## src/rtl/usb_pkg.sv

```systemverilog
// Shared USB link-layer definitions: PID constants, packet-type decode,
// CRC polynomials/seeds and the transmit FSM state encoding.
package usb_pkg;

  localparam logic [3:0] PID_OUT   = 4'b0001;
  localparam logic [3:0] PID_IN    = 4'b1001;
  localparam logic [3:0] PID_ACK   = 4'b0010;
  localparam logic [3:0] PID_DATA0 = 4'b0011;

  localparam logic [4:0]  CRC5_POLY  = 5'h05;
  localparam logic [4:0]  CRC5_INIT  = 5'h1F;
  localparam logic [15:0] CRC16_POLY = 16'h8005;
  localparam logic [15:0] CRC16_INIT = 16'hFFFF;

  typedef enum logic [1:0] {
    PKT_TOKEN,
    PKT_DATA,
    PKT_HANDSHAKE
  } pkt_type_e;

  typedef enum logic [3:0] {
    ST_IDLE,
    ST_SYNC,
    ST_PID,
    ST_TOK0,
    ST_TOK1,
    ST_DATA,
    ST_CRC_LO,
    ST_CRC_HI,
    ST_EOP
  } tx_state_e;

  // The two low PID bits select the packet layout that follows the PID byte.
  function automatic pkt_type_e pid_type(input logic [3:0] pid);
    case (pid[1:0])
      2'b01:   return PKT_TOKEN;
      2'b11:   return PKT_DATA;
      default: return PKT_HANDSHAKE;
    endcase
  endfunction

endpackage

```

## src/rtl/usb_crc_gen.sv

```systemverilog
// Word-wide CRC accumulator. Input bits enter LSB first; the register shifts
// towards the MSB with POLY feedback. The output is the inverted register.
module usb_crc_gen #(
  parameter int               WIDTH  = 5,
  parameter int               DATA_W = 8,
  parameter logic [WIDTH-1:0] POLY   = '0,
  parameter logic [WIDTH-1:0] INIT   = '1
) (
  input  logic              clk,
  input  logic              rst_n,
  input  logic              init,
  input  logic              en,
  input  logic [DATA_W-1:0] data,
  output logic [WIDTH-1:0]  crc
);

  logic [WIDTH-1:0] crc_reg;
  logic [WIDTH-1:0] crc_next;

  // Reseed on init, then optionally fold the whole data word in one cycle.
  always_comb begin
    crc_next = init ? INIT : crc_reg;
    if (en) begin
      for (int i = 0; i < DATA_W; i++) begin
        if (crc_next[WIDTH-1] ^ data[i]) begin
          crc_next = {crc_next[WIDTH-2:0], 1'b0} ^ POLY;
        end else begin
          crc_next = {crc_next[WIDTH-2:0], 1'b0};
        end
      end
    end
  end

  // CRC state register.
  always_ff @(posedge clk or negedge rst_n) begin
    if (!rst_n) begin
      crc_reg <= INIT;
    end else begin
      crc_reg <= crc_next;
    end
  end

  assign crc = ~crc_reg;

endmodule

```

## src/rtl/usb_tx_packetizer.sv

```systemverilog
// USB transmit packet builder: turns a token/data/handshake request into a
// byte stream with PID, token fields or payload, CRC and an EOP request.
// Optional feature macro: USB_TX_SYNC_EN -- when defined, a SYNC byte is sent
// ahead of the PID; otherwise the serializer is expected to generate SYNC.
module usb_tx_packetizer
  import usb_pkg::*;
#(
  parameter logic [7:0] SYNC_BYTE   = 8'h80,
  parameter int         MAX_PAYLOAD = 1023
) (
  input  logic       clk,
  input  logic       rst_n,
  input  logic       tx_en,
  input  logic       req,
  input  logic [3:0] req_pid,
  input  logic [6:0] tok_addr,
  input  logic [3:0] tok_endp,
  input  logic [7:0] pl_data,
  input  logic       pl_valid,
  input  logic       pl_last,
  output logic       pl_ready,
  output logic [7:0] tx_byte,
  output logic       tx_valid,
  output logic       tx_eop,
  input  logic       tx_ready,
  output logic       busy,
  output logic       tx_con_pid_en,
  output logic [3:0] tx_con_pid,
  output logic       tx_lp_eop_en,
  output logic       tx_abort
);

  tx_state_e   state;
  tx_state_e   state_next;
  logic [3:0]  pid_reg;
  logic [6:0]  addr_reg;
  logic [3:0]  endp_reg;
  logic [9:0]  cnt_reg;
  logic        accept;
  logic        pl_take;
  logic        crc_clear;
  logic        link_drop;
  logic [4:0]  crc5;
  logic [15:0] crc16;

  // CRC5 is computed in one step from the live token inputs at accept time.
  usb_crc_gen #(
    .WIDTH (5),
    .DATA_W(11),
    .POLY  (CRC5_POLY),
    .INIT  (CRC5_INIT)
  ) u_crc5 (
    .clk  (clk),
    .rst_n(rst_n),
    .init (crc_clear),
    .en   (accept),
    .data ({tok_endp, tok_addr}),
    .crc  (crc5)
  );

  // CRC16 accumulates each payload byte as it is handed to the serializer.
  usb_crc_gen #(
    .WIDTH (16),
    .DATA_W(8),
    .POLY  (CRC16_POLY),
    .INIT  (CRC16_INIT)
  ) u_crc16 (
    .clk  (clk),
    .rst_n(rst_n),
    .init (crc_clear),
    .en   (pl_take),
    .data (pl_data),
    .crc  (crc16)
  );

  assign link_drop  = (state != ST_IDLE) && !tx_en;
  assign busy       = (state != ST_IDLE);
  assign tx_con_pid = pid_reg;

  // Next-state and output decode; a bus-grant drop overrides everything else.
  always_comb begin
    state_next    = state;
    tx_byte       = 8'h00;
    tx_valid      = 1'b0;
    tx_eop        = 1'b0;
    pl_ready      = 1'b0;
    tx_con_pid_en = 1'b0;
    tx_lp_eop_en  = 1'b0;
    tx_abort      = 1'b0;
    accept        = 1'b0;
    pl_take       = 1'b0;
    case (state)
      ST_IDLE: begin
        if (req && tx_en) begin
          accept = 1'b1;
`ifdef USB_TX_SYNC_EN
          state_next = ST_SYNC;
`else
          state_next = ST_PID;
`endif
        end
      end
      ST_SYNC: begin
        tx_byte  = SYNC_BYTE;
        tx_valid = 1'b1;
        if (tx_ready) state_next = ST_PID;
      end
      ST_PID: begin
        tx_byte  = {~pid_reg, pid_reg};
        tx_valid = 1'b1;
        if (tx_ready) begin
          tx_con_pid_en = 1'b1;
          case (pid_type(pid_reg))
            PKT_TOKEN: state_next = ST_TOK0;
            PKT_DATA:  state_next = ST_DATA;
            default:   state_next = ST_EOP;
          endcase
        end
      end
      ST_TOK0: begin
        tx_byte  = {endp_reg[0], addr_reg};
        tx_valid = 1'b1;
        if (tx_ready) state_next = ST_TOK1;
      end
      ST_TOK1: begin
        tx_byte  = {crc5, endp_reg[3:1]};
        tx_valid = 1'b1;
        if (tx_ready) state_next = ST_EOP;
      end
      ST_DATA: begin
        tx_byte  = pl_data;
        tx_valid = pl_valid;
        if (pl_valid && tx_ready) begin
          pl_ready = 1'b1;
          pl_take  = 1'b1;
          if (pl_last || (cnt_reg == 10'(MAX_PAYLOAD - 1))) state_next = ST_CRC_LO;
        end else if (!pl_valid && pl_last) begin
          // End of payload flagged with no byte attached (zero-length packet).
          state_next = ST_CRC_LO;
        end else if (!pl_valid && tx_ready) begin
          // Serializer wants a byte we do not have: underrun.
          tx_abort   = 1'b1;
          state_next = ST_IDLE;
        end
      end
      ST_CRC_LO: begin
        tx_byte  = crc16[7:0];
        tx_valid = 1'b1;
        if (tx_ready) state_next = ST_CRC_HI;
      end
      ST_CRC_HI: begin
        tx_byte  = crc16[15:8];
        tx_valid = 1'b1;
        if (tx_ready) state_next = ST_EOP;
      end
      ST_EOP: begin
        tx_eop = 1'b1;
        if (tx_ready) begin
          tx_lp_eop_en = 1'b1;
          state_next   = ST_IDLE;
        end
      end
      default: state_next = ST_IDLE;
    endcase
    if (link_drop) begin
      state_next    = ST_IDLE;
      tx_abort      = 1'b1;
      pl_ready      = 1'b0;
      pl_take       = 1'b0;
      tx_con_pid_en = 1'b0;
      tx_lp_eop_en  = 1'b0;
    end
  end

  // Both CRCs are held at their seed while idle and reseeded on any abort.
  assign crc_clear = (state == ST_IDLE) || tx_abort;

  // FSM state register.
  always_ff @(posedge clk or negedge rst_n) begin
    if (!rst_n) begin
      state <= ST_IDLE;
    end else begin
      state <= state_next;
    end
  end

  // Request fields are captured once at accept and held for the packet.
  always_ff @(posedge clk or negedge rst_n) begin
    if (!rst_n) begin
      pid_reg  <= 4'h0;
      addr_reg <= 7'h00;
      endp_reg <= 4'h0;
    end else if (accept) begin
      pid_reg  <= req_pid;
      addr_reg <= tok_addr;
      endp_reg <= tok_endp;
    end
  end

  // Payload byte counter bounds a DATA packet at MAX_PAYLOAD bytes.
  always_ff @(posedge clk or negedge rst_n) begin
    if (!rst_n) begin
      cnt_reg <= 10'd0;
    end else if (accept) begin
      cnt_reg <= 10'd0;
    end else if (pl_take) begin
      cnt_reg <= cnt_reg + 10'd1;
    end
  end

endmodule

```

## config.mk

```make
export PLATFORM = sky130hd
export DESIGN_NAME = usb_tx_packetizer
export DESIGN_NICKNAME = d
export VERILOG_FILES = /design/src/rtl/usb_pkg.sv /design/src/rtl/usb_crc_gen.sv /design/src/rtl/usb_tx_packetizer.sv
export SDC_FILE = /design/constraint.sdc
export NUM_CORES = 1
export LEC_CHECK = 0
export BUFFER_PORTS_ARGS = -buffer_cell sky130_fd_sc_hd__buf_2
export CAP_MARGIN = 20
export CORE_MARGIN = 2
export CORE_UTILIZATION = 58
export CTS_CLUSTER_DIAMETER = 120
export DETAILED_ROUTE_END_ITERATION = 16
export MAX_ROUTING_LAYER = met4
export PLACE_DENSITY = 0.9
export RECOVER_POWER = 25
export SLEW_MARGIN = 20
export SYNTH_ARGS = -nofsm -noshare
export SYNTH_HDL_FRONTEND = slang
export SYNTH_SLANG_ARGS = --single-unit
```

## constraint.sdc

```tcl
create_clock -name clk -period 2.15 [get_ports clk]
set_clock_uncertainty 0.05 [all_clocks]
set_input_delay 0.1075 -clock clk [delete_from_list [all_inputs] [get_ports clk]]
set_output_delay 0.1075 -clock clk [all_outputs]
set_load 0.02 [all_outputs]
```

# Yosys cells after proc, flatten, opt, wreduce, memory -nomap -nowiden
# Index checks and enable logic that the tools add are counted.
[word_totals]
out_inout_bits = 19
n_memories = 0
romBits = 0
wordCells = 163
input_bits = 30
register_bits = 50
mem_bits_rw = 0
latch_bits = 0
[op_classes]
bitwise_logic = 41
div = 0
n_mux = 77
multipliers = 0
n_addsub = 1
shifts = 0
reduce_logical = 16
order_cmp = 0
eq_ne = 21
[ops]
columns = ["cell", "n"]
rows = [
  ["two-way mux 16 bit", 17],
  ["two-way mux 5 bit", 12],
  ["case mux 8 bit (7 select lines)", 1],
  ["two-way mux 4 bit", 12],
  ["two-way mux 3 bit", 11],
  ["case mux 4 bit (8 select lines)", 1],
  ["NOT 3 bit", 8],
  ["NOT 2 bit", 11],
  ["two-way mux 10 bit", 2],
  ["bitwise XOR 1 bit", 19],
  ["!= test 3 bit (second input constant)", 6],
  ["== test 4 x 3 -> 1 bit (second input constant)", 4],
  ["two-way mux 1 bit", 16],
  ["NOT 16 bit", 1],
  ["adder 10 x 1 -> 10 bit (second input constant)", 1],
  ["== test 10 bit (second input constant)", 1],
  ["AND reduction 9 bit", 1],
  ["== test 4 x 2 -> 1 bit (second input constant)", 2],
  ["case mux 4 bit (2 select lines)", 1],
  ["OR reduction 6 bit", 1],
  ["logical AND 1 bit", 5],
  ["!= test 5 bit (second input constant)", 1],
  ["NOT 5 bit", 1],
  ["== test 2 x 1 -> 1 bit (second input constant)", 2],
  ["16 further kinds", 19],
]

# Longest topological paths before layout
# Gate-level depths: netlist of the first run.
[logic_depth]
ltp_word = 42
mapped_depth = 9
ltp_nobuf = 7

# By module
# Synthesis of the first run repeated with hierarchy kept, for this count alone.
[unflattened]
hier_cells = 379
hier_area_um2 = 3593.4
[by_module_without_submodules]
columns = ["module", "area_per_inst_um2", "seq_area_each_um2", "cells_each", "n_inst"]
rows = [
  ["usb_tx_packetizer", 1966.9, 725.7, 206, 1],
  ["usb_crc_gen (u_crc16)", 1071.0, 420.4, 118, 1],
  ["usb_crc_gen (u_crc5)", 555.5, 131.4, 55, 1],
]

# Worst setup path before layout of the first run
# Ideal clock, no wire load.
[synth_path]
kind = "register to output"
start = "register state[2]"
end = "output port tx_byte[1]"
arrival_ns = 1.975
required_ns = 1.992
n_path_buf = 4
path_slack_ns = 0.018
stages_incl_launch_ff = 8
path_cell_list = "dfrtp_1 > buf_2 > buf_2 > buf_2 > buf_1 > mux2i_1 > mux2i_1 > o21ai_0"
[synth_via]
elab_chain_len = 2
[synth_rtl]
columns = ["item", "line", "text"]
rows = [
  ["from (decl)", "usb_tx_packetizer.sv:33", "tx_state_e state;"],
  ["from (signal assigned)", "usb_tx_packetizer.sv:183", "state <= state_next;"],
  ["== test 4 x 3 -> 1 bit, or another cell as far along", "usb_tx_packetizer.sv:92", "case (state)"],
  ["case mux 8 bit (7 select lines) (*)", "usb_tx_packetizer.sv:92", ""],
  ["to (decl)", "usb_tx_packetizer.sv:22", "output logic [7:0] tx_byte,"],
]
# Every way passes the cells marked *; elsewhere a longest branch is shown, timed or not.

# Final worst setup path of the first run
[layout_path]
start = "register state[2]"
end = "output port tx_byte[3]"
# The elaborated chain is that of the path after synthesis.

==> results.md, run 1 <==
Setup path
* **Worst Setup EP** tx_byte[3]
* **Reg-to-Reg Start** state[2]
* **critical path fanouts, max** 21
* **data arrival at the endpoint of the critical path** 2040 ps
* **master of the slowest instance on the critical path** sky130_fd_sc_hd__dfrtp_2
* **highest cell delay on the worst timing path** 480 ps
* **worst setup path startpoint** state[2]
* **startpoint class of the critical path** register
* **required arrival time at the worst endpoint** 1990 ps
* **critical path class** register to primary output
* **Register-to-Register Setup Slack** 0 ps
* **critical path capture point type** primary output
* **R2R Path End** u_crc5.crc_reg[2]
* **length in cells of the worst reg-to-reg path** 6
* **crit-path cells** buf_12 -> nor2_1 -> a211oi_1 -> a21oi_1 -> o221ai_1 -> buf_2

Yosys
* **number of standard cells after synthesis** 387
* **number of enable flip-flop cells after synthesis** 0
* **area fraction in and, or, nand and nor cells after synthesis** 21.1%
* **proportion of synthesized flip-flops having asynchronous set or reset** 100%
* **post-synthesis register bit count** 50
* **fraction of the yosys area taken by sequential cells** 37.7%
* **fraction of the mapped netlist area in compound gates** 15.2%
* **count of distinct cell types in the synthesized netlist** 60
* **area share of fa/ha/maj cells after synthesis** 0.739%
* **Yosys Warn Count** 0
* **commonest register cell after synthesis** sky130_fd_sc_hd__dfrtp_1
* **syn_area_per_cell** 8.75 um^2
* **synthesized-area fraction occupied by xor and xnor cells** 17.4%
* **Netlist Area Pre-Place** 3380 um^2
* **Synth Net Count** 419
* **mux cell area share after synthesis** 3.40%
* **largest family of logic cells by synthesized area** simple AND/OR/NAND/NOR gates

Finish
* **Antenna Cells** 0
* **number of flip-flops in the largest register** 16
* **fill count** 361
* **most frequent cells in the layout** sky130_fd_sc_hd__nand2_1 (75), sky130_fd_sc_hd__buf_2 (44), sky130_fd_sc_hd__xnor2_1 (39)
* **signed area change from the synthesized netlist to the final layout** 21.0%
* **number of nets in the layout** 484
* **footprint of the multi-input gates** 2030 um^2
* **post-layout instance count excluding filler cells** 525
* **share of the core filled with cells in the final layout** 73.5%
* **most frequent standard cell in the layout excluding fill and tap cells** sky130_fd_sc_hd__nand2_1
* **share of post-route cells with drive strength above 1** 27.4%
* **sequential cell area** 1280 um^2
* **cell area after layout** 4100 um^2

Flow run
* **maxcap violations** 0

Floorplanning
* **initial standard-cell utilization of the core** 60.7%
* **width of the die** 80.4 um
* **vertical extent of the die** 80.4 um
* **placeable core area** 5570 um^2
* **Top Ports** 49
* **cell row count** 27
* **Die Outline Area** 6460 um^2

Timing
* **unrepaired setup endpoints after global routing** true
* **Final Max Tran Viols** 0
* **post-route setup slack** -48.3 ps
* **Worst-Margin Slew** 682 ps
* **setup total negative slack** -53.4 ps
* **headroom to the max-slew limit** 54.5%
* **maximum frequency from static timing analysis** 0.455 GHz
* **final-report hold violation count** 0
* **total of endpoints with negative setup slack in the final report** 3
* **Final min period** 2200 ps
* **Final Cycle Share** 102%

Outcome
* **violated checks** setup timing
* **outcome** finished, violations left

CTS
* **clock slew seen by the registers of the worst setup and hold paths** 90 ps
* **TritonCTS clock tree** yes
* **number of buffers between clock root and the deepest sink** 2
* **number of sinks on the clock net** 50
* **library cell used as clock root buffer** sky130_fd_sc_hd__clkbuf_8
* **clk_lat worst skew** 310 ps
* **H-tree lvl count** 2
* **TritonCTS Buffers** 5

Power
* **peak ir drop on the vdd network** 0.000665 V
* **static leakage** 0.00175 uW
* **share of power burned in the clock network** 16.9%
* **Power Dens Cells** 959 nW/um^2
* **share of total power in combinational logic** 48.8%
* **share of total power consumed by net switching** 42.3%
* **internal power consumption** 2270 uW
* **register share of total power** 34.3%
* **switching power of the nets** 1660 uW

Route
* **total iterations of the first detailed-routing run** 6
* **average wire per cell in the routed design** 19.4 um
* **aggregate routed wire length** 10,200 um
* **total via count in the routed design** 3,276
* **Vias/cell** 6.24
* **Iter 0 DRT Violations** 458
* **DRC violations left** 0
* **count of antenna-violating nets left after detailed routing** 0

Worst hold path
* **class of the most critical hold timing path** primary input to register
* **instance count along the most critical hold path** 3

Global route
* **vias in the first global route** 3,095
* **GRT Resource Usage Total** 31.6%
* **overflow left after global routing** 0
* **maximum number of pins on one net before global-route repair** 32
* **wire length of the first global-routing pass** 15,000 um
* **antenna violations before repair** 0

Place
* **weighted congestion at the end of routability-driven global placement** 0.931
* **I/O Buffers** 48
* **number of instances in the placed design** 504
* **DP Area** 3750 um^2
* **half-perimeter wire length after placement** 6500 um

==> through the flow <==
stage	hold slack, ps	setup slack, ps	total power [uW]
global placement	-48.0	117	2990
detailed placement	-44.4	64.2	3030
floorplan	-238	17.7	2460
CTS	0.461	7.20	3770
global route	0.909	-103	4110
finish	5.08	-48.3	3930
==> cell type report <==
class                   count  area share (%)
inverters                  11            1.01
multi-input cells         304            49.5
clock buffers               6            1.77
repair buffers             80            13.3
well taps                  72            2.20
clock inverters             2           0.916
flip-flops and latches     50            31.3
==> per-layer routing <==
metal | track usage [%] | up-vias | wire length, um
li1 | - | 1435 | -
met3 | 8.43 | 59 | 1040
met1 | 37.7 | 1547 | 3840
met4 | 10.7 | 0 | 392
met5 | - | - | 0
met2 | 52.3 | 235 | 4940
==> power groups by stage <==
stage | combinational (uW) | sequential [uW] | clock (uW)
4_1_cts | 1780 | 1330 | 668
6_report | 1920 | 1350 | 665
3_5_place_dp | 1690 | 1340 | 0
5_1_grt | 2050 | 1350 | 707
3_3_place_gp | 1670 | 1330 | 0
2_1_floorplan | 1160 | 1300 | 0
==> Yosys cell counts, types with 3 or more instances <==
master,count,area share [%]
sky130_fd_sc_hd__xnor2_2,3,1.4
sky130_fd_sc_hd__inv_1,10,1.1
sky130_fd_sc_hd__and3_1,5,0.92
sky130_fd_sc_hd__dfrtp_1,29,21
sky130_fd_sc_hd__xor2_1,15,3.9
sky130_fd_sc_hd__nor3_1,3,0.44
sky130_fd_sc_hd__mux2i_1,7,2.1
sky130_fd_sc_hd__nor2_1,38,4.2
sky130_fd_sc_hd__buf_1,3,0.33
sky130_fd_sc_hd__xnor2_1,39,10
sky130_fd_sc_hd__or3_1,3,0.55
sky130_fd_sc_hd__a22oi_1,3,0.67
sky130_fd_sc_hd__o221ai_1,3,0.78
sky130_fd_sc_hd__a21oi_1,28,4.1
sky130_fd_sc_hd__clkbuf_1,10,1.1
sky130_fd_sc_hd__nand2b_1,4,0.74
sky130_fd_sc_hd__nand3_1,8,1.2
sky130_fd_sc_hd__a211oi_1,3,0.67
sky130_fd_sc_hd__nor2b_1,5,0.92
sky130_fd_sc_hd__xnor3_1,3,2.0
sky130_fd_sc_hd__dfstp_2,21,16
sky130_fd_sc_hd__o21ai_0,16,2.4
sky130_fd_sc_hd__nand4_1,4,0.74
sky130_fd_sc_hd__nand2_1,77,8.5
sky130_fd_sc_hd__buf_2,5,0.74
==> how the worst min path moves through the flow <==
stage	end	slack, ps	start
after floorplan	addr_reg[0]	-240	rst_n
after global placement	cnt_reg[8]	-50	rst_n
after detailed placement	addr_reg[2]	-40	rst_n
after CTS	addr_reg[3]	0.5	tok_addr[3]
after global routing	addr_reg[2]	0.9	tok_addr[2]
final	addr_reg[2]	5	tok_addr[2]
==> cell families after synthesis <==
| group | after synthesis |
|---|---|
| flip-flops | 50 |
| XOR/XNOR | 60 |
| AND/OR/NAND/NOR | 158 |
| adder cells (fa/ha/maj) | 2 |
| multiplexers | 9 |
| buffers and inverters | 33 |
| AO/OA/AOI/OAI | 75 |
==> repair_timing <==
item / in CTS / in global routing
hold buffers: 11 / 0
setup buffers: 0 / 2
endpoints found under the setup margin: 6 / 10
pin swaps: 0 / 1
resized for setup: 13 / 17
hold endpoints to repair: 30 / 0
==> worst max-delay path: cells and delay by family, from the launching register on <==
family / cells / cell delay [ps]
AOI/OAI and AO/OA: 3 / 730
DFF: 1 / 480
buffers and inverters: 2 / 420
and+or+nand+nor: 1 / 100
Power figures use the tool's default switching activity.
==> inputs of run 2 (changes only) <==
--- a/config.mk
+++ b/config.mk
@@ -12,7 +12,7 @@
 export CTS_CLUSTER_DIAMETER = 120
 export DETAILED_ROUTE_END_ITERATION = 16
 export MAX_ROUTING_LAYER = met4
-export PLACE_DENSITY = 0.9
+export PLACE_DENSITY = 0.84
 export RECOVER_POWER = 25
 export SLEW_MARGIN = 20
 export SYNTH_ARGS = -nofsm -noshare
==> run 2 against run 1 <==
- the run still ends with setup timing left
- critical path depth increased by 2
- first-iteration DRC count decreased by 13%
- global-route usage is 0.55 points higher
- largest power group unchanged
- worst setup slack improved by 34 ps
- routed wire length shrank 3.1%
==> results.md, run 2 (same netlist as run 1, synthesis figures left out) <==
Floorplanning
* **Die Outline Area** 6460 um^2
* **initial standard-cell utilization of the core** 60.7%
* **vertical extent of the die** 80.4 um
* **cell row count** 27
* **placeable core area** 5570 um^2
* **Top Ports** 49
* **width of the die** 80.4 um

Timing
* **total of endpoints with negative setup slack in the final report** 1
* **headroom to the max-slew limit** 36.8%
* **Final Cycle Share** 101%
* **post-route setup slack** -14.4 ps
* **maximum frequency from static timing analysis** 0.462 GHz
* **Final min period** 2160 ps
* **setup total negative slack** -14.4 ps
* **Worst-Margin Slew** 948 ps
* **Final Max Tran Viols** 0
* **worst hold slack** 22.8 ps
* **final-report hold violation count** 0
* **unrepaired setup endpoints after global routing** true

Finish
* **Antenna Cells** 0
* **sequential cell area** 1280 um^2
* **number of nets in the layout** 490
* **footprint of the multi-input gates** 2040 um^2
* **most frequent cells in the layout** sky130_fd_sc_hd__nand2_1 (76), sky130_fd_sc_hd__buf_2 (41), sky130_fd_sc_hd__nor2_1 (37), sky130_fd_sc_hd__xnor2_1 (37), sky130_fd_sc_hd__a21oi_1 (27)
* **share of post-route cells with drive strength above 1** 27.5%
* **most frequent standard cell in the layout excluding fill and tap cells** sky130_fd_sc_hd__nand2_1
* **fill count** 366
* **cell area after layout** 4130 um^2
* **signed area change from the synthesized netlist to the final layout** 21.9%
* **number of flip-flops in the largest register** 16
* **share of the core filled with cells in the final layout** 74.0%

CTS
* **TritonCTS clock tree** yes
* **number of buffers between clock root and the deepest sink** 2
* **H-tree lvl count** 2
* **number of sinks on the clock net** 50
* **TritonCTS Buffers** 5
* **clock slew seen by the registers of the worst setup and hold paths** 100 ps
* **clk_lat worst skew** 310 ps
* **library cell used as clock root buffer** sky130_fd_sc_hd__clkbuf_8

Setup path
* **crit-path cells** buf_4 -> o41ai_4 -> buf_4 -> a211oi_2 -> xnor2_2 -> xnor2_1 -> xnor2_1 -> a21oi_1
* **startpoint class of the critical path** register
* **critical path fanouts, max** 6
* **required arrival time at the worst endpoint** 2320 ps
* **highest cell delay on the worst timing path** 450 ps
* **critical path capture point type** register
* **data arrival at the endpoint of the critical path** 2340 ps
* **critical path class** register to register
* **master of the slowest instance on the critical path** sky130_fd_sc_hd__dfrtp_2
* **length in cells of the worst reg-to-reg path** 8

Global route
* **maximum number of pins on one net before global-route repair** 38
* **GRT Resource Usage Total** 32.2%
* **overflow left after global routing** 0
* **antenna violations before repair** 0
* **vias in the first global route** 3,159
* **wire length of the first global-routing pass** 15,400 um

Route
* **total iterations of the first detailed-routing run** 5
* **Vias/cell** 6.16
* **average wire per cell in the routed design** 18.6 um
* **total via count in the routed design** 3,270
* **count of antenna-violating nets left after detailed routing** 0
* **aggregate routed wire length** 9880 um
* **Iter 0 DRT Violations** 398
* **DRC violations left** 0

Place
* **weighted congestion at the end of routability-driven global placement** 0.945
* **half-perimeter wire length after placement** 6590 um
* **I/O Buffers** 48
* **DP Area** 3780 um^2

Power
* **share of power burned in the clock network** 14.3%
* **static leakage** 0.00178 uW
* **switching power of the nets** 1640 uW
* **peak ir drop on the vdd network** 0.000699 V
* **overall power consumption** 3830 uW
* **register share of total power** 35.1%
* **share of total power consumed by net switching** 42.9%
* **internal power consumption** 2190 uW
* **Power Dens Cells** 929 nW/um^2
* **share of total power in combinational logic** 50.6%

Flow run
* **maxcap violations** 0

Outcome
* **outcome** finished, violations left
* **violated checks** setup timing

Worst hold path
* **instance count along the most critical hold path** 3
* **class of the most critical hold timing path** primary input to register

## run 2: layout make-up
class,count,share of cell area (%)
Multi-Input combinational cell,304,49.5
Tap cell,72,2.18
Clock buffer,8,1.94
Inverter,11,1.00
Timing Repair Buffer,86,14.3
Sequential cell,50,31.1
## run 2: per-layer routing
layer  part of all wire [%]  vias to the layer above  track usage (%)
met2                     48                      229             51.1
met1                     38                     1531             41.4
li1                       -                     1458                -
met3                    9.8                       52             5.84
met5                      0                        -                -
met4                    4.3                        0             12.0
## run 2: worst max-delay path: cells and delay by family, from the launching register on
kind | cells | cell delay, ps
xor gates and xnor gates | 3 | 520
AOI/OAI and AO/OA | 3 | 640
DFF | 1 | 450
buffers and inverters | 2 | 420
## run 2: path summary, 6_finish.rpt
check                                   start             endpoint  slack [ps]
max                                  state[0]   u_crc16.crc_reg[2]         -10
min                               tok_addr[3]          addr_reg[3]          20
max reg2reg                          state[0]   u_crc16.crc_reg[2]         -10
min reg2reg                u_crc16.crc_reg[3]  u_crc16.crc_reg[11]         460
max in group asynchronous               rst_n  u_crc16.crc_reg[10]         850
min in group asynchronous               rst_n           cnt_reg[2]         440
## run 2: through the flow
| step | setup WS [ps] | cells |
|---|---|---|
| floorplan | 17.7 | 387 |
| global placement | 177 | 506 |
| detailed placement | 70.7 | 506 |
| CTS | 4.35 | 531 |
| global route | -28.5 | 531 |
| finish | -14.4 | 531 |
## run 2: power by group through the flow
stage | clock, uW | sequential (uW) | combinational [uW]
detailed placement | 0 | 1340 | 1730
floorplan | 0 | 1300 | 1160
global route | 580 | 1350 | 2080
global placement | 0 | 1320 | 1680
finish | 548 | 1340 | 1940
CTS | 545 | 1320 | 1800
## run 2: timing repair
item                                    4_1_cts  5_1_grt
endpoints found under the setup margin        7       18
resized for setup                             7       19
hold buffers                                 11        0
hold endpoints to repair                     39        0
pin swaps                                     0        3
setup buffers                                 6        0
==> inputs of run 3 (changes only) <==
--- a/config.mk
+++ b/config.mk
@@ -12,7 +12,7 @@
 export CTS_CLUSTER_DIAMETER = 120
 export DETAILED_ROUTE_END_ITERATION = 16
 export MAX_ROUTING_LAYER = met4
-export PLACE_DENSITY = 0.84
+export PLACE_DENSITY = 0.93
 export RECOVER_POWER = 25
 export SLEW_MARGIN = 20
 export SYNTH_ARGS = -nofsm -noshare
==> run 3 against run 2 <==
- die area unchanged
- hold slack worse by 20 ps
- the run now ends clean
- largest power group unchanged
- critical endpoint is now u_crc16.crc_reg[3]
- clock power up 9.9%
- combinational power down 2%
- cell count down 0.56%
==> results.md, run 3 (same netlist as run 1, synthesis figures left out) <==
Floorplanning
* **initial standard-cell utilization of the core** 60.7%
* **Top Ports** 49
* **placeable core area** 5570 um^2
* **Die Outline Area** 6460 um^2
* **cell row count** 27
* **vertical extent of the die** 80.4 um
* **width of the die** 80.4 um

Global route
* **wire length of the first global-routing pass** 15,200 um
* **overflow left after global routing** 0
* **maximum number of pins on one net before global-route repair** 42
* **GRT Resource Usage Total** 31.8%
* **antenna violations before repair** 0
* **vias in the first global route** 3,206

Setup path
* **R2R Path End** u_crc16.crc_reg[3]
* **length in cells of the worst reg-to-reg path** 7
* **Register-to-Register Setup Slack** 20 ps
* **startpoint class of the critical path** register
* **highest cell delay on the worst timing path** 490 ps
* **critical path class** register to register
* **crit-path cells** and4bb_4 -> buf_4 -> a211oi_2 -> xnor2_1 -> xnor2_1 -> xnor2_1 -> a21oi_1
* **Most common cell on crit path** sky130_fd_sc_hd__xnor2_1
* **required arrival time at the worst endpoint** 2330 ps
* **critical path fanouts, max** 9
* **critical path capture point type** register
* **master of the slowest instance on the critical path** sky130_fd_sc_hd__dfrtp_2
* **Reg-to-Reg Start** state[1]
* **data arrival at the endpoint of the critical path** 2300 ps

Finish
* **signed area change from the synthesized netlist to the final layout** 20.8%
* **cell area after layout** 4090 um^2
* **most frequent standard cell in the layout excluding fill and tap cells** sky130_fd_sc_hd__nand2_1
* **number of nets in the layout** 487
* **most frequent cells in the layout** sky130_fd_sc_hd__nand2_1 (76), sky130_fd_sc_hd__buf_2 (43), sky130_fd_sc_hd__xnor2_1 (38)
* **number of flip-flops in the largest register** 16
* **Antenna Cells** 0
* **share of post-route cells with drive strength above 1** 27.0%

Worst hold path
* **instance count along the most critical hold path** 3
* **source of the worst hold timing path** tok_addr[5]
* **Hold Path Sink** addr_reg[5]
* **class of the most critical hold timing path** primary input to register

Route
* **average wire per cell in the routed design** 19.0 um
* **count of antenna-violating nets left after detailed routing** 0
* **total via count in the routed design** 3,309
* **Iter 0 DRT Violations** 441
* **aggregate routed wire length** 10,000 um
* **DRC violations left** 0
* **Vias/cell** 6.27
* **total iterations of the first detailed-routing run** 5

Timing
* **unrepaired setup endpoints after global routing** true
* **total of endpoints with negative setup slack in the final report** 0
* **Final min period** 2130 ps
* **Final Cycle Share** 98.8%
* **setup total negative slack** 0 ps
* **worst hold slack** 2.99 ps
* **headroom to the max-slew limit** 34.4%
* **Worst-Margin Slew** 985 ps
* **final-report hold violation count** 0
* **Final Max Tran Viols** 0
* **maximum frequency from static timing analysis** 0.471 GHz

CTS
* **clock slew seen by the registers of the worst setup and hold paths** 100 ps
* **TritonCTS Buffers** 5
* **number of buffers between clock root and the deepest sink** 2
* **library cell used as clock root buffer** sky130_fd_sc_hd__clkbuf_8
* **H-tree lvl count** 2
* **TritonCTS clock tree** yes
* **number of sinks on the clock net** 50
* **clk_lat worst skew** 310 ps

Power
* **register share of total power** 35.0%
* **share of power burned in the clock network** 15.7%
* **Power Dens Cells** 941 nW/um^2
* **static leakage** 0.00176 uW
* **share of total power consumed by net switching** 43.5%
* **switching power of the nets** 1670 uW
* **share of total power in combinational logic** 49.4%
* **peak ir drop on the vdd network** 0.000645 V
* **internal power consumption** 2170 uW

Place
* **I/O Buffers** 48
* **weighted congestion at the end of routability-driven global placement** 0.941
* **half-perimeter wire length after placement** 6660 um
* **DP Area** 3760 um^2

Flow run
* **maxcap violations** 0

Outcome
* **outcome** finished, final reports clean

==> run 3: metal layers <==
| metal | global-route usage (%) | wire length (um) | vias up |
|---|---|---|---|
| li1 | - | - | 1450 |
| met1 | 38.9 | 3760 | 1561 |
| met2 | 52.5 | 4960 | 246 |
| met3 | 4.94 | 884 | 52 |
| met4 | 14.1 | 431 | 0 |
| met5 | - | 0 | - |
==> run 3: what timing repair did <==
item                                    in CTS  in global routing
pin swaps                                    0                  2
endpoints found under the setup margin       4                 23
hold buffers                                10                  1
gates resized for setup                      9                 10
buffers inserted                             1                  4
endpoints found under the hold margin       38                  1
==> run 3: power groups by stage <==
stage / sequential (uW) / clock (uW) / combinational [uW]
2_1_floorplan: 1300 / 0 / 1160
3_3_place_gp: 1330 / 0 / 1660
3_5_place_dp: 1340 / 0 / 1710
4_1_cts: 1320 / 604 / 1760
5_1_grt: 1360 / 637 / 2030
6_report: 1340 / 602 / 1900
==> run 3: cell type report <==
class,instances,area [um^2]
multi-input combinational,304,2020
fill,363,1490
sequential,50,1280
timing repair buffer,83,557
tap,72,90.1
clock buffer,6,82.6
inverter,11,41.3
clock inverter,2,16.3
==> run 3: worst max-delay path by stage <==
stage                         from                  end  slack [ps]  cells after the start
after floorplan           state[2]           tx_byte[1]          20                      7
after global placement    state[3]   u_crc16.crc_reg[7]         120                      8
after detailed placement  state[0]             state[0]          80                      6
after CTS                 state[2]           tx_byte[4]           7                      4
after global routing      state[3]  u_crc16.crc_reg[15]         -90                      8
final                     state[1]   u_crc16.crc_reg[3]          20                      7
==> run 3: worst max-delay path, delay by kind of cell, from the launching register on <==
family | cells | cell delay [ps]
flip-flops | 1 | 490
AO/OA/AOI/OAI | 2 | 290
XOR/XNOR | 3 | 600
buffers and inverters | 1 | 160
AND/OR/NAND/NOR | 1 | 440
==> run 3: through the flow <==
step | worst slack (ps) | util [%] | power (uW) | instances
after CTS | 7.24 | 71.7 | 3690 | 523
after global placement | 125 | 67.5 | 2990 | 504
after floorplan | 17.7 | - | 2460 | 387
after detailed placement | 77.2 | 67.5 | 3050 | 504
after global routing | -88.8 | 73.3 | 4020 | 528
final | 24.9 | 73.3 | 3840 | 528
